[src/rtl/fsb_master_arbiter_pkg.sv]
// Shared encodings for the front-side-bus master arbiter.
// State codes equal owner codes so the debug owner output is a direct view of the FSM.
package fsb_master_arbiter_pkg;

  localparam logic [1:0] OWN_NONE = 2'b00;
  localparam logic [1:0] OWN_M0   = 2'b01;
  localparam logic [1:0] OWN_M1   = 2'b10;

  localparam logic [1:0] ST_IDLE  = OWN_NONE;
  localparam logic [1:0] ST_OWN0  = OWN_M0;
  localparam logic [1:0] ST_OWN1  = OWN_M1;

endpackage

[src/rtl/fsb_master_arbiter_rr_pick.sv]
// Two-way round-robin picker: on a tie the master that did not own the bus last wins.
module fsb_master_arbiter_rr_pick (
  input  logic i_req0,
  input  logic i_req1,
  input  logic i_last_owner,
  output logic o_valid,
  output logic o_winner
);

  assign o_valid  = i_req0 | i_req1;
  assign o_winner = (i_req0 & i_req1) ? ~i_last_owner : i_req1;

endmodule

[src/rtl/fsb_master_arbiter.sv]
// Arbitrates the single FSB data port between the cpu (m0) and the DMA/VGA master (m1).
// Round-robin with a burst cap; bus outputs are forced quiet whenever no grant is held.
module fsb_master_arbiter
  import fsb_master_arbiter_pkg::*;
#(
  parameter int unsigned MAX_BURST = 8,
  parameter int unsigned CNT_W     = 4
) (
  input  logic        clk,
  input  logic        rst,
  input  logic        m0_req,
  input  logic [31:0] m0_addr,
  input  logic [31:0] m0_wdata,
  input  logic        m0_rw,
  output logic [31:0] m0_rdata,
  output logic        m0_done,
  output logic        m0_stall,
  input  logic        m1_req,
  input  logic [31:0] m1_addr,
  input  logic [31:0] m1_wdata,
  input  logic        m1_rw,
  output logic [31:0] m1_rdata,
  output logic        m1_done,
  output logic        m1_stall,
  output logic [31:0] daddr,
  output logic [31:0] dout,
  output logic        drw,
  input  logic [31:0] din,
  input  logic        bus_ready,
  output logic [1:0]  owner
);

  localparam logic [CNT_W-1:0] LP_CNT_MAX = CNT_W'(MAX_BURST - 1);

  logic [1:0]       r_state;
  logic [1:0]       w_state_nxt;
  logic             r_last_owner;
  logic             w_last_nxt;
  logic [CNT_W-1:0] r_cnt;
  logic [CNT_W-1:0] w_cnt_nxt;

  logic w_own0;
  logic w_own1;
  logic w_cur_req;
  logic w_oth_req;
  logic w_done;
  logic w_pick_valid;
  logic w_pick_winner;

  // Gating with rst keeps the strobe low in the very cycle reset rises.
  assign w_own0    = (r_state == ST_OWN0) & ~rst;
  assign w_own1    = (r_state == ST_OWN1) & ~rst;
  assign w_cur_req = w_own1 ? m1_req : m0_req;
  assign w_oth_req = w_own1 ? m0_req : m1_req;
  assign w_done    = (w_own0 | w_own1) & w_cur_req & bus_ready;

  fsb_master_arbiter_rr_pick u_pick (
    .i_req0       (m0_req),
    .i_req1       (m1_req),
    .i_last_owner (r_last_owner),
    .o_valid      (w_pick_valid),
    .o_winner     (w_pick_winner)
  );

  always_comb begin
    w_state_nxt = r_state;
    w_last_nxt  = r_last_owner;
    w_cnt_nxt   = r_cnt;
    case (r_state)
      ST_OWN0, ST_OWN1: begin
        // Hand over on a dropped request, or on the capped done while the other side waits.
        if (!w_cur_req || (w_done && (r_cnt == LP_CNT_MAX) && w_oth_req)) begin
          w_state_nxt = w_oth_req ? ((r_state == ST_OWN1) ? ST_OWN0 : ST_OWN1) : ST_IDLE;
          w_last_nxt  = (r_state == ST_OWN1);
          w_cnt_nxt   = '0;
        end else if (w_done && (r_cnt != LP_CNT_MAX)) begin
          w_cnt_nxt = r_cnt + 1'b1;
        end
      end
      default: begin
        if (w_pick_valid) begin
          w_state_nxt = w_pick_winner ? ST_OWN1 : ST_OWN0;
          w_cnt_nxt   = '0;
        end else begin
          w_state_nxt = ST_IDLE;
        end
      end
    endcase
  end

  always_ff @(posedge clk or posedge rst) begin
    if (rst) begin
      r_state      <= ST_IDLE;
      r_last_owner <= 1'b1;
      r_cnt        <= '0;
    end else begin
      r_state      <= w_state_nxt;
      r_last_owner <= w_last_nxt;
      r_cnt        <= w_cnt_nxt;
    end
  end

  always_comb begin
    daddr    = '0;
    dout     = '0;
    drw      = 1'b0;
    m0_rdata = '0;
    m1_rdata = '0;
    m0_done  = w_own0 & m0_req & bus_ready;
    m1_done  = w_own1 & m1_req & bus_ready;
    m0_stall = w_own0 ? (m0_req & ~bus_ready) : m0_req;
    m1_stall = w_own1 ? (m1_req & ~bus_ready) : m1_req;
    if (w_own0) begin
      daddr    = m0_addr;
      dout     = m0_wdata;
      drw      = m0_rw & m0_req;
      m0_rdata = din;
    end else if (w_own1) begin
      daddr    = m1_addr;
      dout     = m1_wdata;
      drw      = m1_rw & m1_req;
      m1_rdata = din;
    end
  end

  always_comb begin
    case (r_state)
      ST_OWN0: owner = OWN_M0;
      ST_OWN1: owner = OWN_M1;
      default: owner = OWN_NONE;
    endcase
  end

endmodule
[config.mk]
export PLATFORM = sky130hd
export DESIGN_NAME = fsb_master_arbiter
export DESIGN_NICKNAME = d
export VERILOG_FILES = /design/src/rtl/fsb_master_arbiter_pkg.sv /design/src/rtl/fsb_master_arbiter_rr_pick.sv /design/src/rtl/fsb_master_arbiter.sv
export SDC_FILE = /design/constraint.sdc
export NUM_CORES = 1
export LEC_CHECK = 0
export ABC_AREA = 1
export BUFFER_PORTS_ARGS = -buffer_cell sky130_fd_sc_hd__buf_2
export CAP_MARGIN = 0
export CORE_AREA = 2 2 118 120
export CTS_CLUSTER_SIZE = 28
export DETAILED_ROUTE_END_ITERATION = 8
export DIE_AREA = 0 0 120 122
export PLACE_DENSITY = 0.48
export SYNTH_ARGS = -nofsm -noshare
export SYNTH_HDL_FRONTEND = slang
export SYNTH_SLANG_ARGS = --single-unit
export TNS_END_PERCENT = 30
[constraint.sdc]
create_clock -name clk -period 1.59 [get_ports clk]
set_clock_uncertainty 0.2 [all_clocks]
set_input_delay 0.0795 -clock clk [delete_from_list [all_inputs] [get_ports clk]]
set_output_delay 0.0795 -clock clk [all_outputs]
set_load 0.01 [all_outputs]
=== After elaboration in Yosys (flattened, before gate mapping) ===
Cells that the tools add are included.

* Output and inout port bits: 135
* Word-level logic and storage cells: 62
* Bits in writable memories: 0
* Latch bits: 0
* Flip-flop bits (word level): 7
* Memories: 0
* Memory bits (read-only): 0

* Divide/modulo/power cells: 0
* Muxes and demuxes: 25
* Shift operators: 0
* Bitwise operators: 18
* Add/subtract/negate cells: 1
* Equality and inequality tests: 6
* $mul: 0
* Magnitude comparators: 0
* Reductions and logical operators: 9

{| class="wikitable"
|+ Operators by type and width
! cell !! count
|-
| $mux W32 || 7
|-
| $mux W4 || 4
|-
| $and A1 B1 Y1 || 13
|-
| $mux W2 || 6
|-
| $mux W1 || 7
|-
| $add A4 B1 Y4 const B || 1
|-
| $eq A4 B3 Y1 const B || 1
|-
| $ne A4 B3 Y1 const B || 1
|-
| $pmux W2 S2 || 1
|-
| $reduce_and A2 Y1 || 2
|-
| $logic_and A1 B1 Y1 || 3
|-
| $ne A3 B3 Y1 const B || 1
|-
| $not A1 Y1 || 3
|-
| $eq A2 B1 Y1 const B || 1
|-
| $eq A2 B2 Y1 const B || 1
|-
| $ne A2 B2 Y1 const B || 1
|-
| $or A1 B1 Y1 || 2
|-
| $reduce_bool A2 Y1 || 1
|-
| $reduce_or A2 Y1 || 1
|-
| $logic_not A1 Y1 || 1
|-
| $logic_or A1 B1 Y1 || 1
|}

=== Depth between registers and ports, before layout ===
* Depth in word-level cells: 10
* Mapped depth: 11
* Gate-level depth less buffers: 11

=== Hierarchy ===
Synthesis repeated with hierarchy kept, for this count alone.

* Cells, all modules: 393
* Area, all modules: 1850.5 µm²

{| class="wikitable"
|+ Modules (own cells, without submodules)
! module !! times used !! area an instance (µm²) !! cells each !! seq. area each (µm²)
|-
| fsb_master_arbiter || 1 || 1835.5 || 390 || 176.4
|-
| fsb_master_arbiter_rr_pick || 1 || 15.0 || 3 || 0.0
|}

=== Worst setup path after synthesis ===
Ideal clock, no wire load.

* Path kind: register to output
* Start point: register r_state[0]
* End point: output port daddr[13]
* Required time: 1.311 ns
* Arrival time: 1.414 ns
* Path buffers: 2
* Cell stages (with the launch flop): 7
* Setup slack: -0.104 ns
* Cell sequence: dfrtp_1 inv_1 ha_1 nand3_1 buf_2 buf_2 o21ai_1

* Cells in the longest elaborated chain, start to end: 4
* Elaborated cells on any way between the ends: 6

{| class="wikitable"
|+ Ends and longest elaborated chain
! what !! line !! source
|-
| start, declared || fsb_master_arbiter.sv:35 || <nowiki>logic [1:0] r_state;</nowiki>
|-
| start signal, assigned || fsb_master_arbiter.sv:97 || <nowiki>r_state <= w_state_nxt;</nowiki>
|-
| $eq A2 B2 Y1 || fsb_master_arbiter.sv:52 || <nowiki>assign w_own1 = (r_state == ST_OWN1) & ~rst;</nowiki>
|-
| $and A1 B1 Y1 || fsb_master_arbiter.sv:52 ||
|-
| $mux W32 || fsb_master_arbiter.sv:118 || <nowiki>end else if (w_own1) begin</nowiki>
|-
| $mux W32 (*) || fsb_master_arbiter.sv:113 || <nowiki>if (w_own0) begin</nowiki>
|-
| end, declared || fsb_master_arbiter.sv:25 || <nowiki>output logic [31:0] daddr,</nowiki>
|}

Every way passes the cells marked *; elsewhere a longest branch is shown, timed or not.

=== Worst setup path in the final report ===
* Start point: register r_state[1]
* End point: output port m1_rdata[17]

* Cells in the longest elaborated chain, start to end: 4
* Elaborated cells on any way between the ends: 6

{| class="wikitable"
|+ Ends and longest elaborated chain
! what !! line !! source
|-
| $eq A2 B2 Y1 || fsb_master_arbiter.sv:52 ||
|-
| $and A1 B1 Y1 || fsb_master_arbiter.sv:52 ||
|-
| $mux W32 || fsb_master_arbiter.sv:118 ||
|-
| $mux W32 (*) || fsb_master_arbiter.sv:113 ||
|-
| end, declared || fsb_master_arbiter.sv:22 || <nowiki>output logic [31:0] m1_rdata,</nowiki>
|}

Marks and branches as above.

==> impl_metrics.csv <==
group,metric,value,unit
logic_synthesis,netlist_top_cells_count,"inv_1 (107), nand2_1 (86), nor2_1 (72), o21ai_0 (54), o21ai_1 (18)",
routing,wire_per_inst,12.9,µm
clock_tree,cts_max_level,1,
power_and_ir_drop,ir_worst_vdd,383,µV
power_and_ir_drop,power.density,896,mW/mm²
job,maxCapViolations,0,
routing,vias,3415,
logic_synthesis,yosys.area.top_type,"inv_1",
global_route,antenna_found_initial,1,
sta,tightest_slew,0.222,ns
clock_tree,cts_sinks,7,
routing,drt_wl_total,11400,µm
setup_path,cp-end-kind,"primary output",
global_route,globalRoute.totalOverflow,0,
floorplan,io_pins,302,
floorplan,die-width,120,µm
sta,finalHoldViolations,0,
placement,gp_congestion,0.784,
routing,drc,0,
clock_tree,clk_latency,0.23,ns
final_layout,final_layout_size_suffix_gt1_share,58.6,%
logic_synthesis,ys_ff_latch,7,
global_route,grt_pass1_vias,2981,
placement,place_area,0.00380,mm²
floorplan,die_y,122,µm
outcome,violations,"setup timing",
final_layout,fin_area,0.00434,mm²
logic_synthesis,synth_ff_type,"dfrtp_1",
floorplan,initial_core_util,13.4,%
logic_synthesis,synthCells,391,
routing,drt_iter0_markers,126,
placement,portBuffers,301,
floorplan,die_area,0.0146,mm²
sta,setup_viol,140,
power_and_ir_drop,p_total,3890,µW
logic_synthesis,synthesis.nets,563,
global_route,grtUsageTotal,13.2,%
logic_synthesis,synth.cell_area,0.00181,mm²
logic_synthesis,synth_top_cell_area_share,22.2,%
logic_synthesis,synth.most_common_cell,"inv_1",
sta,max_slew_margin,85.1,%
global_route,grt_pass1_wl,15400,µm
final_layout,multiInputGateArea,0.00146,mm²
logic_synthesis,synthArstFlopShare,100,%
floorplan,rows,43,
sta,max_freq,525,MHz
final_layout,area_delta_synth_final,140,%
floorplan,core,0.0135,mm²
sta,drv_slew,0,
sta,min_period,1.90,ns
final_layout,nets,878,
placement,dp_hpwl,9120,µm
setup_path,worstSetupPathType,"register to primary output",
final_layout,num-fill-cells,1589,
clock_tree,cts_buffer_depth,2,
setup_path,critPathMaxFanout,33,
outcome,status,"complete, but fails checks",
sta,grt_setup_unrepaired,"yes",
logic_synthesis,ys_types,19,
setup_path,cp.required,1.31,ns
sta,fin_ws,-0.313,ns
routing,dr.pass1.iters,4,
logic_synthesis,syn_avg_cell_area,4.63,µm²
global_route,grt_max_degree,39,
clock_tree,cts_tree,"yes",
final_layout,seq_area,176,µm²
placement,dp_slack,-0.165,ns
clock_tree,clockRootBuffer,"clkbuf_16",
power_and_ir_drop,p_leak,0.00284,µW
sta,post-route-period-util,120,%
routing,ant_nets,0,
routing,via_per_inst,3.85,
clock_tree,clkTransAtPathRegs,0.04,ns
clock_tree,cts_made_buffers,3,
logic_synthesis,synth-edff-count,0,
logic_synthesis,ys_seq_area_share,9.74,%
logic_synthesis,synth-warning-count,0,
setup_path,arrival,1.62,ns
logic_synthesis,synth_area_leaders,"inv_1 (22%), nand2_1 (18%), nor2_1 (15%)",
worst_hold_path,hold_path.class,"primary input to register",
setup_path,startpoint_type,"register",
-- critical path, stage by stage (launching register included) --
cell	delay, ns
dfrtp_1	0.38
buf_4	0.15
ha_4	0.19
nand3_4	0.13
buf_12	0.23
buf_6	0.13
nor2_2	0.03
buf_2	0.13
-- per-layer routing --
layer / routed length (µm) / GRT usage (%)
met3: 869 / 1.69
met2: 5810 / 25.0
met5: 0 / 0
met1: 4720 / 16.2
met4: 31 / 1.32
-- flip-flops by register name, summed over array words and instances (netlist names) --
register      cells
r_last_owner      1
r_cnt             4
r_state           2
-- cells in the final DEF, fill, tap and decap left out, drive strengths merged --
master	netlist	routed
ha	5	5
clkinv	0	1
dfstp	1	1
dfrtp	6	6
nand3	13	13
nand2	88	88
nor2	72	72
xor2	1	1
xnor2	1	1
clkbuf	10	7
o21ai	72	72
nor3b	1	1
buf	10	325
dlygate4sd3	0	1
inv	109	109
nand4	1	1
diode	0	1
a311oi	1	1
-- worst paths after layout --
path                                endpoint  cells after the start  slack [ns]    startpoint
worst max register to register      r_cnt[2]                     10       -0.20    r_state[0]
min in group asynchronous           r_cnt[1]                      3        0.21           rst
worst min register to register  r_last_owner                      2        0.28  r_last_owner
max in group asynchronous         r_state[0]                      4        0.67           rst
worst max-delay path            m1_rdata[17]                      7       -0.31    r_state[1]
worst min-delay path              r_state[1]                      4        0.08        m0_req
-- logic make-up after synthesis --
| family | after synthesis | synth area share, % |
|---|---|---|
| AO/OA/AOI/OAI | 73 | 20.4 |
| XOR/XNOR | 2 | 0.967 |
| adder cells (fa/ha/maj) | 5 | 3.45 |
| buffers and inverters | 129 | 27.4 |
| flip-flops | 7 | 9.74 |
| AND/OR/NAND/NOR | 175 | 38.1 |
-- through the flow --
| stage | utilization, % | TNS, ns | hold slack (ns) | instances |
|---|---|---|---|---|
| after floorplan | - | -2.69 | -0.326 | 391 |
| after global placement | 28.2 | -9.25 | -0.165 | 871 |
| after detailed placement | 28.2 | -14.65 | -0.170 | 871 |
| after CTS | 29.9 | -37.41 | 0.0695 | 880 |
| after global routing | 32.1 | -46.37 | 0.111 | 885 |
| final | 32.2 | -33.91 | 0.0837 | 886 |
-- layout make-up --
type | instances | area share [%]
Tap cell | 180 | 5.19
Antenna cell | 1 | 0.0576
Clock inverter | 1 | 0.115
Multi-Input combinational cell | 255 | 33.6
Timing Repair Buffer | 330 | 45.7
Sequential cell | 7 | 4.06
Inverter | 109 | 9.48
Clock buffer | 3 | 1.73
-- where the power goes --
| group | switching (µW) | internal (µW) |
|---|---|---|
| sequential | 40.9 | 233 |
| combinational | 1770 | 1420 |
| clock | 102 | 331 |
-- repair_timing --
action	CTS	global route
cloned	1	5
buffers inserted	3	0
hold buffers	1	0
hold endpoints to repair	7	0
endpoints found under the setup margin	140	140
resized for setup	44	72
pin swaps	1	2
Note: power is estimated with default switching activity, not from simulation.
